==> src/rtl/clocked_video_rx_pkg.sv <==
// Shared types for the clocked-video receiver: FIFO word layout, FSM states,
// and sync polarity normalisation.
package clocked_video_rx_pkg;

    localparam int unsigned VID_DATA_W = 24;

    typedef struct packed {
        logic                  sop;
        logic                  eop;
        logic [VID_DATA_W-1:0] data;
    } vid_word_t;

    typedef enum logic [1:0] {
        WAIT_FRAME = 2'd0,
        ACTIVE     = 2'd1,
        DROP       = 2'd2
    } rx_state_e;

    // Returns 1 when the sync line is at its asserted level.
    function automatic logic sync_active(input logic level, input bit active_high);
        return active_high ? level : ~level;
    endfunction

endpackage

==> src/rtl/clocked_video_rx_fifo.sv <==
// Synchronous show-ahead FIFO of vid_word_t; head word is valid whenever !empty_o.
module clocked_video_rx_fifo
    import clocked_video_rx_pkg::*;
#(
    parameter int unsigned DEPTH = 16,
    parameter int unsigned AW    = $clog2(DEPTH)
) (
    input  logic        clk,
    input  logic        rst_n,
    input  logic        push_i,
    input  vid_word_t   wdata_i,
    input  logic        pop_i,
    output vid_word_t   rdata_o,
    output logic [AW:0] count_o,
    output logic        full_o,
    output logic        empty_o
);

    vid_word_t         mem_q [DEPTH];
    logic [AW-1:0]     wr_ptr_q, wr_ptr_d;
    logic [AW-1:0]     rd_ptr_q, rd_ptr_d;
    logic [AW:0]       count_q, count_d;
    logic              do_push, do_pop;

    assign full_o  = (count_q == (AW+1)'(DEPTH));
    assign empty_o = (count_q == '0);
    assign count_o = count_q;
    assign rdata_o = mem_q[rd_ptr_q];

    assign do_push = push_i && !full_o;
    assign do_pop  = pop_i && !empty_o;

    always_comb begin
        wr_ptr_d = wr_ptr_q;
        rd_ptr_d = rd_ptr_q;
        count_d  = count_q;
        if (do_push) wr_ptr_d = wr_ptr_q + 1'b1;
        if (do_pop)  rd_ptr_d = rd_ptr_q + 1'b1;
        if (do_push && !do_pop)      count_d = count_q + 1'b1;
        else if (!do_push && do_pop) count_d = count_q - 1'b1;
    end

    always_ff @(posedge clk or negedge rst_n) begin
        if (!rst_n) begin
            wr_ptr_q <= '0;
            rd_ptr_q <= '0;
            count_q  <= '0;
        end else begin
            wr_ptr_q <= wr_ptr_d;
            rd_ptr_q <= rd_ptr_d;
            count_q  <= count_d;
        end
    end

    always_ff @(posedge clk) begin
        if (do_push) mem_q[wr_ptr_q] <= wdata_i;
    end

endmodule

==> src/rtl/clocked_video_rx.sv <==
// Clocked-video receiver: rebuilds an Avalon-ST packet per frame from
// datavalid/h_sync/v_sync, measures frame size, and guards the FIFO against overflow.
module clocked_video_rx
    import clocked_video_rx_pkg::*;
#(
    parameter int unsigned DATA_W           = VID_DATA_W,
    parameter int unsigned FIFO_DEPTH       = 16,
    parameter int unsigned CNT_W            = 12,
    parameter int unsigned SYNC_ACTIVE_HIGH = 0
) (
    input  logic              clk,
    input  logic              reset_n,
    input  logic [DATA_W-1:0] vid_data,
    input  logic              vid_datavalid,
    input  logic              vid_h_sync,
    input  logic              vid_v_sync,
    output logic [DATA_W-1:0] source_data,
    output logic              source_valid,
    input  logic              source_ready,
    output logic              source_startofpacket,
    output logic              source_endofpacket,
    output logic [CNT_W-1:0]  frame_width,
    output logic [CNT_W-1:0]  frame_height,
    output logic              frame_done,
    output logic              overflow,
    input  logic              overflow_clr
);

    localparam int unsigned      AW        = $clog2(FIFO_DEPTH);
    localparam logic [AW:0]      GUARD_CNT = (AW+1)'(FIFO_DEPTH - 1);
    localparam logic [CNT_W-1:0] CNT_MAX   = '1;
    localparam bit               SYNC_HI   = (SYNC_ACTIVE_HIGH != 0);

    function automatic logic [CNT_W-1:0] sat_inc(input logic [CNT_W-1:0] v);
        return (v == CNT_MAX) ? v : v + CNT_W'(1);
    endfunction

    // Input capture; syncs are stored normalised to active-high.
    logic [DATA_W-1:0] pix_q;
    logic              dv_q, hs_q, vs_q, hs_prev_q, vs_prev_q;
    logic              hs_edge, vs_edge;

    always_ff @(posedge clk or negedge reset_n) begin
        if (!reset_n) begin
            pix_q     <= '0;
            dv_q      <= 1'b0;
            hs_q      <= 1'b0;
            vs_q      <= 1'b0;
            hs_prev_q <= 1'b0;
            vs_prev_q <= 1'b0;
        end else begin
            pix_q     <= vid_data;
            dv_q      <= vid_datavalid;
            hs_q      <= sync_active(vid_h_sync, SYNC_HI);
            vs_q      <= sync_active(vid_v_sync, SYNC_HI);
            hs_prev_q <= hs_q;
            vs_prev_q <= vs_q;
        end
    end

    assign hs_edge = hs_q && !hs_prev_q;
    assign vs_edge = vs_q && !vs_prev_q;

    rx_state_e         state_q, state_d;
    logic              hold_valid_q, hold_valid_d;
    logic              hold_sop_q, hold_sop_d;
    logic [DATA_W-1:0] hold_data_q, hold_data_d;
    logic              sop_pend_q, sop_pend_d;
    logic [CNT_W-1:0]  pix_cnt_q, pix_cnt_d;
    logic [CNT_W-1:0]  line_cnt_q, line_cnt_d;
    logic [CNT_W-1:0]  last_w_q, last_w_d;
    logic [CNT_W-1:0]  width_q, width_d;
    logic [CNT_W-1:0]  height_q, height_d;
    logic              done_q, done_d;
    logic              ovf_q, ovf_d;
    logic              ovf_set;
    logic [CNT_W-1:0]  pix_base;

    logic              push;
    vid_word_t         push_word;
    vid_word_t         head;
    logic [AW:0]       fifo_count;
    logic              fifo_full, fifo_empty;
    logic              pop;

    always_comb begin
        state_d      = state_q;
        hold_valid_d = hold_valid_q;
        hold_sop_d   = hold_sop_q;
        hold_data_d  = hold_data_q;
        sop_pend_d   = sop_pend_q;
        pix_cnt_d    = pix_cnt_q;
        line_cnt_d   = line_cnt_q;
        last_w_d     = last_w_q;
        width_d      = width_q;
        height_d     = height_q;
        done_d       = 1'b0;
        ovf_set      = 1'b0;
        push         = 1'b0;
        push_word    = '0;
        pix_base     = hs_edge ? '0 : pix_cnt_q;

        unique case (state_q)
            WAIT_FRAME, DROP: begin
                if (vs_edge) begin
                    state_d    = ACTIVE;
                    sop_pend_d = 1'b1;
                    pix_cnt_d  = '0;
                    line_cnt_d = '0;
                    last_w_d   = '0;
                end
            end
            ACTIVE: begin
                if (vs_edge) begin
                    // A pixel arriving with the vsync edge is discarded.
                    if (hold_valid_q) begin
                        if (!fifo_full) begin
                            push      = 1'b1;
                            push_word = '{sop: hold_sop_q, eop: 1'b1, data: hold_data_q};
                        end else begin
                            ovf_set = 1'b1;
                        end
                    end
                    hold_valid_d = 1'b0;
                    if (pix_cnt_q != '0) begin
                        width_d  = pix_cnt_q;
                        height_d = sat_inc(line_cnt_q);
                    end else begin
                        width_d  = last_w_q;
                        height_d = line_cnt_q;
                    end
                    done_d     = 1'b1;
                    sop_pend_d = 1'b1;
                    pix_cnt_d  = '0;
                    line_cnt_d = '0;
                    last_w_d   = '0;
                end else begin
                    if (hs_edge) begin
                        if (pix_cnt_q != '0) begin
                            line_cnt_d = sat_inc(line_cnt_q);
                            last_w_d   = pix_cnt_q;
                        end
                        pix_cnt_d = '0;
                    end
                    if (dv_q) begin
                        // Last free slot is reserved for the truncating eop word.
                        if (fifo_count >= GUARD_CNT) begin
                            if (hold_valid_q && !fifo_full) begin
                                push      = 1'b1;
                                push_word = '{sop: hold_sop_q, eop: 1'b1, data: hold_data_q};
                            end
                            hold_valid_d = 1'b0;
                            ovf_set      = 1'b1;
                            state_d      = DROP;
                        end else begin
                            if (hold_valid_q) begin
                                push      = 1'b1;
                                push_word = '{sop: hold_sop_q, eop: 1'b0, data: hold_data_q};
                            end
                            hold_valid_d = 1'b1;
                            hold_data_d  = pix_q;
                            hold_sop_d   = sop_pend_q;
                            sop_pend_d   = 1'b0;
                            pix_cnt_d    = sat_inc(pix_base);
                        end
                    end
                end
            end
            default: state_d = WAIT_FRAME;
        endcase

        if (ovf_set)           ovf_d = 1'b1;
        else if (overflow_clr) ovf_d = 1'b0;
        else                   ovf_d = ovf_q;
    end

    always_ff @(posedge clk or negedge reset_n) begin
        if (!reset_n) begin
            state_q      <= WAIT_FRAME;
            hold_valid_q <= 1'b0;
            hold_sop_q   <= 1'b0;
            hold_data_q  <= '0;
            sop_pend_q   <= 1'b0;
            pix_cnt_q    <= '0;
            line_cnt_q   <= '0;
            last_w_q     <= '0;
            width_q      <= '0;
            height_q     <= '0;
            done_q       <= 1'b0;
            ovf_q        <= 1'b0;
        end else begin
            state_q      <= state_d;
            hold_valid_q <= hold_valid_d;
            hold_sop_q   <= hold_sop_d;
            hold_data_q  <= hold_data_d;
            sop_pend_q   <= sop_pend_d;
            pix_cnt_q    <= pix_cnt_d;
            line_cnt_q   <= line_cnt_d;
            last_w_q     <= last_w_d;
            width_q      <= width_d;
            height_q     <= height_d;
            done_q       <= done_d;
            ovf_q        <= ovf_d;
        end
    end

    assign pop = !fifo_empty && source_ready;

    clocked_video_rx_fifo #(
        .DEPTH (FIFO_DEPTH)
    ) u_fifo (
        .clk     (clk),
        .rst_n   (reset_n),
        .push_i  (push),
        .wdata_i (push_word),
        .pop_i   (pop),
        .rdata_o (head),
        .count_o (fifo_count),
        .full_o  (fifo_full),
        .empty_o (fifo_empty)
    );

    assign source_valid         = !fifo_empty;
    assign source_data          = fifo_empty ? '0 : head.data;
    assign source_startofpacket = !fifo_empty && head.sop;
    assign source_endofpacket   = !fifo_empty && head.eop;
    assign frame_width          = width_q;
    assign frame_height         = height_q;
    assign frame_done           = done_q;
    assign overflow             = ovf_q;

endmodule

==> config.mk <==
export PLATFORM = sky130hd
export DESIGN_NAME = clocked_video_rx
export DESIGN_NICKNAME = d
export VERILOG_FILES = /design/src/rtl/clocked_video_rx_pkg.sv /design/src/rtl/clocked_video_rx_fifo.sv /design/src/rtl/clocked_video_rx.sv
export SDC_FILE = /design/constraint.sdc
export NUM_CORES = 1
export LEC_CHECK = 0
export ABC_CLOCK_PERIOD_IN_PS = 3600
export BUFFER_PORTS_ARGS = -buffer_cell sky130_fd_sc_hd__buf_2
export CAP_MARGIN = 5
export CORE_MARGIN = 2
export CORE_UTILIZATION = 50
export DETAILED_ROUTE_END_ITERATION = 8
export PLACE_DENSITY = 0.69
export RECOVER_POWER = 50
export REMOVE_ABC_BUFFERS = 1
export SLEW_MARGIN = 20
export SYNTH_ARGS = -nofsm -noshare
export SYNTH_HDL_FRONTEND = slang
export SYNTH_SLANG_ARGS = --single-unit
==> constraint.sdc <==
create_clock -name clk -period 3.6 [get_ports clk]
set_input_delay 0.18 -clock clk [delete_from_list [all_inputs] [get_ports clk]]
set_output_delay 0.18 -clock clk [all_outputs]
set_load 0.05 [all_outputs]
==> results.cfg <==
[outcome]
outcome = complete, but fails checks
violations = max-capacitance violations, max-slew violations

[clocking]
cts_sinks = 549
numCtsBuffers = 56
cts_tree = yes
ctsResizeCount = 0
cts_setup_buffers = 0
clk_pin_slew_ns = 0.06
insertion_delay_ns = 0.61
cts_buffer_depth = 3
cts-root-buf = clkbuf_16
htree_levels = 2

[global_routing]
grt_pass1_wl_mm = 70.8
met1_usage_pct = 29.3
grt_pass1_vias = 11800
met2_usage_pct = 34.8
track_usage_pct = 20.9
antenna_found_initial = 0
grt_util_met3_pct = 3.50
grt_remaining_overflow = 0
gr-max-usage-layer = met2
grt_max_degree = 105

[power]
p_leak_nw = 9.09
swShare_pct = 33.1
internal-power_w = 0.0128
ir_worst_vdd_v = 0.000684
seq_power_share_pct = 40.6
power_w = 0.0191
power_density_nw_per_um2 = 759
clockPowerShare_pct = 29.9
p_switching_w = 0.00633
combPwrFrac_pct = 29.5

[timing]
fmax_ghz = 0.313
drv_slew = 47
finalCritPeriodShare_pct = 88.7
slew_headroom_pct = -8.87
hold_violations = 0
tightest_slew_ns = 1.63
worst_hold_slack_ns = 0.107
fin_tns_setup_ns = 0
finalCriticalPeriod_ns = 3.19
finalSetupViolations = 0
rsz0062_at_grt = no
finClkSkew_ns = 0.0254

[worst_setup_path]
start_kind = flip-flop
reg2reg_depth = 7
timing.rr.end = u_fifo.mem_q[4][6]
crit_type = flip-flop to flip-flop
crit_path_max_fanout = 35
cp_data_arrival_time_ns = 3.44
crit_end = u_fifo.mem_q[4][6]
cp.required_ns = 3.85
r2r_start = state_q[1]
crit_path_start = state_q[1]
end_kind = flip-flop
r2r_setup_slack_ns = 0.41

[die]
io_pins = 84
start_util_pct = 50.6
placementRows = 76
fp.coreArea_sq_um = 43100
die_area_sq_um = 45300
dieWidth_microns = 213
die_h_microns = 213

[logic_synthesis]
postSynthCellCount = 1199
yosysWarnings = 0
synth_area_sq_um = 21800
yosysSeqAreaShare_pct = 72.6
yosys-top-cells-area = edfxtp_1 (57%), dfrtp_1 (15%), mux4_2 (11%), mux2i_1 (2.5%), mux2_2 (1.3%)
synth-edff-count = 416
yosys.area.top_type = edfxtp_1
avgSynthCellArea_sq_um = 18.2
synth_top_flop_cell = edfxtp_1
ys_ff_latch = 549
postSynth.asyncResetShare_pct = 24.2
synth_top_area_share_pct = 57.3
ys_types = 70

[placement]
place_hpwl_mm = 27.2
gp_congestion = 0.840
portBuffers = 83

[cells_and_area]
drive_gt1_share_pct = 23.0
fill_cells = 3219
finish.utilization_pct = 58.5
n_antenna_cell = 0
syn2layout_area_growth_pct = 15.6
fin_nets = 1402

[drt]
ant_nets = 0
wl_per_cell_microns = 23.1
drc = 0
wl_mm = 46.1
via_per_inst = 5.78
drt_iter0_drc = 932
vias = 11500
firstDrtPassIters = 6

[worst_hold_path]
hold_class = input pin to flip-flop

[job]
drv.max_cap_violation_count = 1
-- metrics by stage --
| stage | setup WS, ns | cell area (sq um) | instances |
|---|---|---|---|
| finish | 0.405 | 25200 | 1992 |
| global route | 0.138 | 25200 | 1992 |
| detailed placement | 0.537 | 23200 | 1857 |
| CTS | 0.407 | 25400 | 1992 |
| global placement | 0.692 | 23200 | 1857 |
| floorplan | -2.17 | 21500 | 1136 |
-- placed cells by master (no fill, tap or decap), drive strengths merged, types with 5 or more instances in the layout --
cell type    synthesis  layout
dlygate4sd3          0      29
nand2b               7       7
a21oi               25      25
a21o                 5       5
mux4               104     104
nor3b                5       5
buf                 37      89
nand4               10      10
xnor2               13      13
clkbuf              26     120
clkinv               0      26
dfrtp              133     133
nor2                15      15
mux2i               54      54
a31oi                5       5
mux2                26      26
nor3                 9       9
nand2               61      61
xor2                 7       7
and3                13      13
ha                  11      11
and2                30      30
inv                 18      18
o22ai               27      27
edfxtp             416     416
nand3               23      23
nor4                 8       8
o21ai               43      43
a22o                16      16
-- synth_stat cells, types with 13 or more instances --
| master | n |
|---|---|
| edfxtp_1 | 416 |
| nand3_1 | 21 |
| o22ai_1 | 27 |
| mux4_2 | 104 |
| o21ai_0 | 33 |
| inv_1 | 18 |
| dfrtp_1 | 133 |
| and3_1 | 13 |
| nand2_1 | 59 |
| mux2i_1 | 54 |
| mux2_2 | 26 |
| a21oi_1 | 25 |
| clkbuf_1 | 24 |
| xnor2_1 | 13 |
| nor2_1 | 13 |
| buf_2 | 23 |
| a22o_1 | 16 |
| and2_1 | 30 |
-- state kept, by name, indices dropped and copies added, names as in the netlist --
| signal | count |
|---|---|
| hold_sop_q | 1 |
| pix_q | 24 |
| pix_cnt_q | 12 |
| u_fifo.wr_ptr_q | 4 |
| overflow | 1 |
| u_fifo.mem_q | 416 |
| last_w_q | 12 |
| u_fifo.count_o | 5 |
| hs_q | 1 |
| hold_valid_q | 1 |
| line_cnt_q | 12 |
| state_q | 2 |
| u_fifo.rd_ptr_q | 4 |
| vs_prev_q | 1 |
| frame_width | 12 |
| frame_height | 12 |
| hold_data_q | 24 |
| sop_pend_q | 1 |
| hs_prev_q | 1 |
| dv_q | 1 |
| vs_q | 1 |
| frame_done | 1 |
-- worst min path at each step --
stage	startpoint	to	slack, ns	cells past startpoint
after CTS	source_ready	u_fifo.rd_ptr_q[2]	0.05	4
after floorplan	reset_n	dv_q	-0.12	0
after global placement	vid_data[12]	pix_q[12]	0.29	1
after global routing	source_ready	u_fifo.rd_ptr_q[2]	0.12	4
after detailed placement	vid_data[10]	pix_q[10]	0.29	1
final	source_ready	u_fifo.rd_ptr_q[2]	0.11	4
-- power groups by stage --
stage	registers [W]	logic, W	clock network, W
CTS	0.00776	0.00578	0.00585
global route	0.00781	0.00604	0.00610
global placement	0.00787	0.00569	0
finish	0.00776	0.00565	0.00572
floorplan	0.00813	0.00402	0
detailed placement	0.00789	0.00573	0
-- critical path, cell delays in order, from the launching register on --
cell	delay [ns]
dfrtp_1	0.40
and2b_1	0.29
o21ai_0	0.18
nor2_1	0.17
clkbuf_2	0.77
nand2_1	0.33
nor3b_2	0.29
buf_4	0.40
-- cell families (layout without fill, tap and decap cells) --
logic type	count (synthesis)	after routing	share of synthesized area [%]
buffers and inverters	81	289	1.64
adders and majority gates	12	12	0.723
muxes	184	184	14.6
xor gates and xnor gates	20	20	0.803
AOI/OAI and AO/OA	151	151	4.56
DFF	549	549	72.6
and+or+nand+nor	202	202	5.15
-- timing repair --
item | in CTS | in global routing
endpoints found under the setup margin | 0 | 0
endpoints found under the hold margin | 130 | 0
hold buffers | 29 | 0
-- final cells by class --
type / instances / area, sq um / share of cell area, %
Sequential cell: 549 / 15800 / 62.8
Multi-Input combinational cell: 569 / 5590 / 22.2
Clock buffer: 73 / 1590 / 6.30
Timing Repair Buffer: 165 / 1110 / 4.39
Tap cell: 585 / 732 / 2.90
Clock inverter: 33 / 287 / 1.14
Inverter: 18 / 67.6 / 0.268
-- per-layer routing --
layer | vias up | wire length, microns | part of all wire [%]
li1 | 5094 | - | -
met1 | 5982 | 19400 | 42
met4 | 0 | 852 | 1.8
met5 | - | 0 | 0
met2 | 376 | 23100 | 50
met3 | 69 | 2740 | 5.9
No activity file was read; power rests on OpenSTA's default activity.
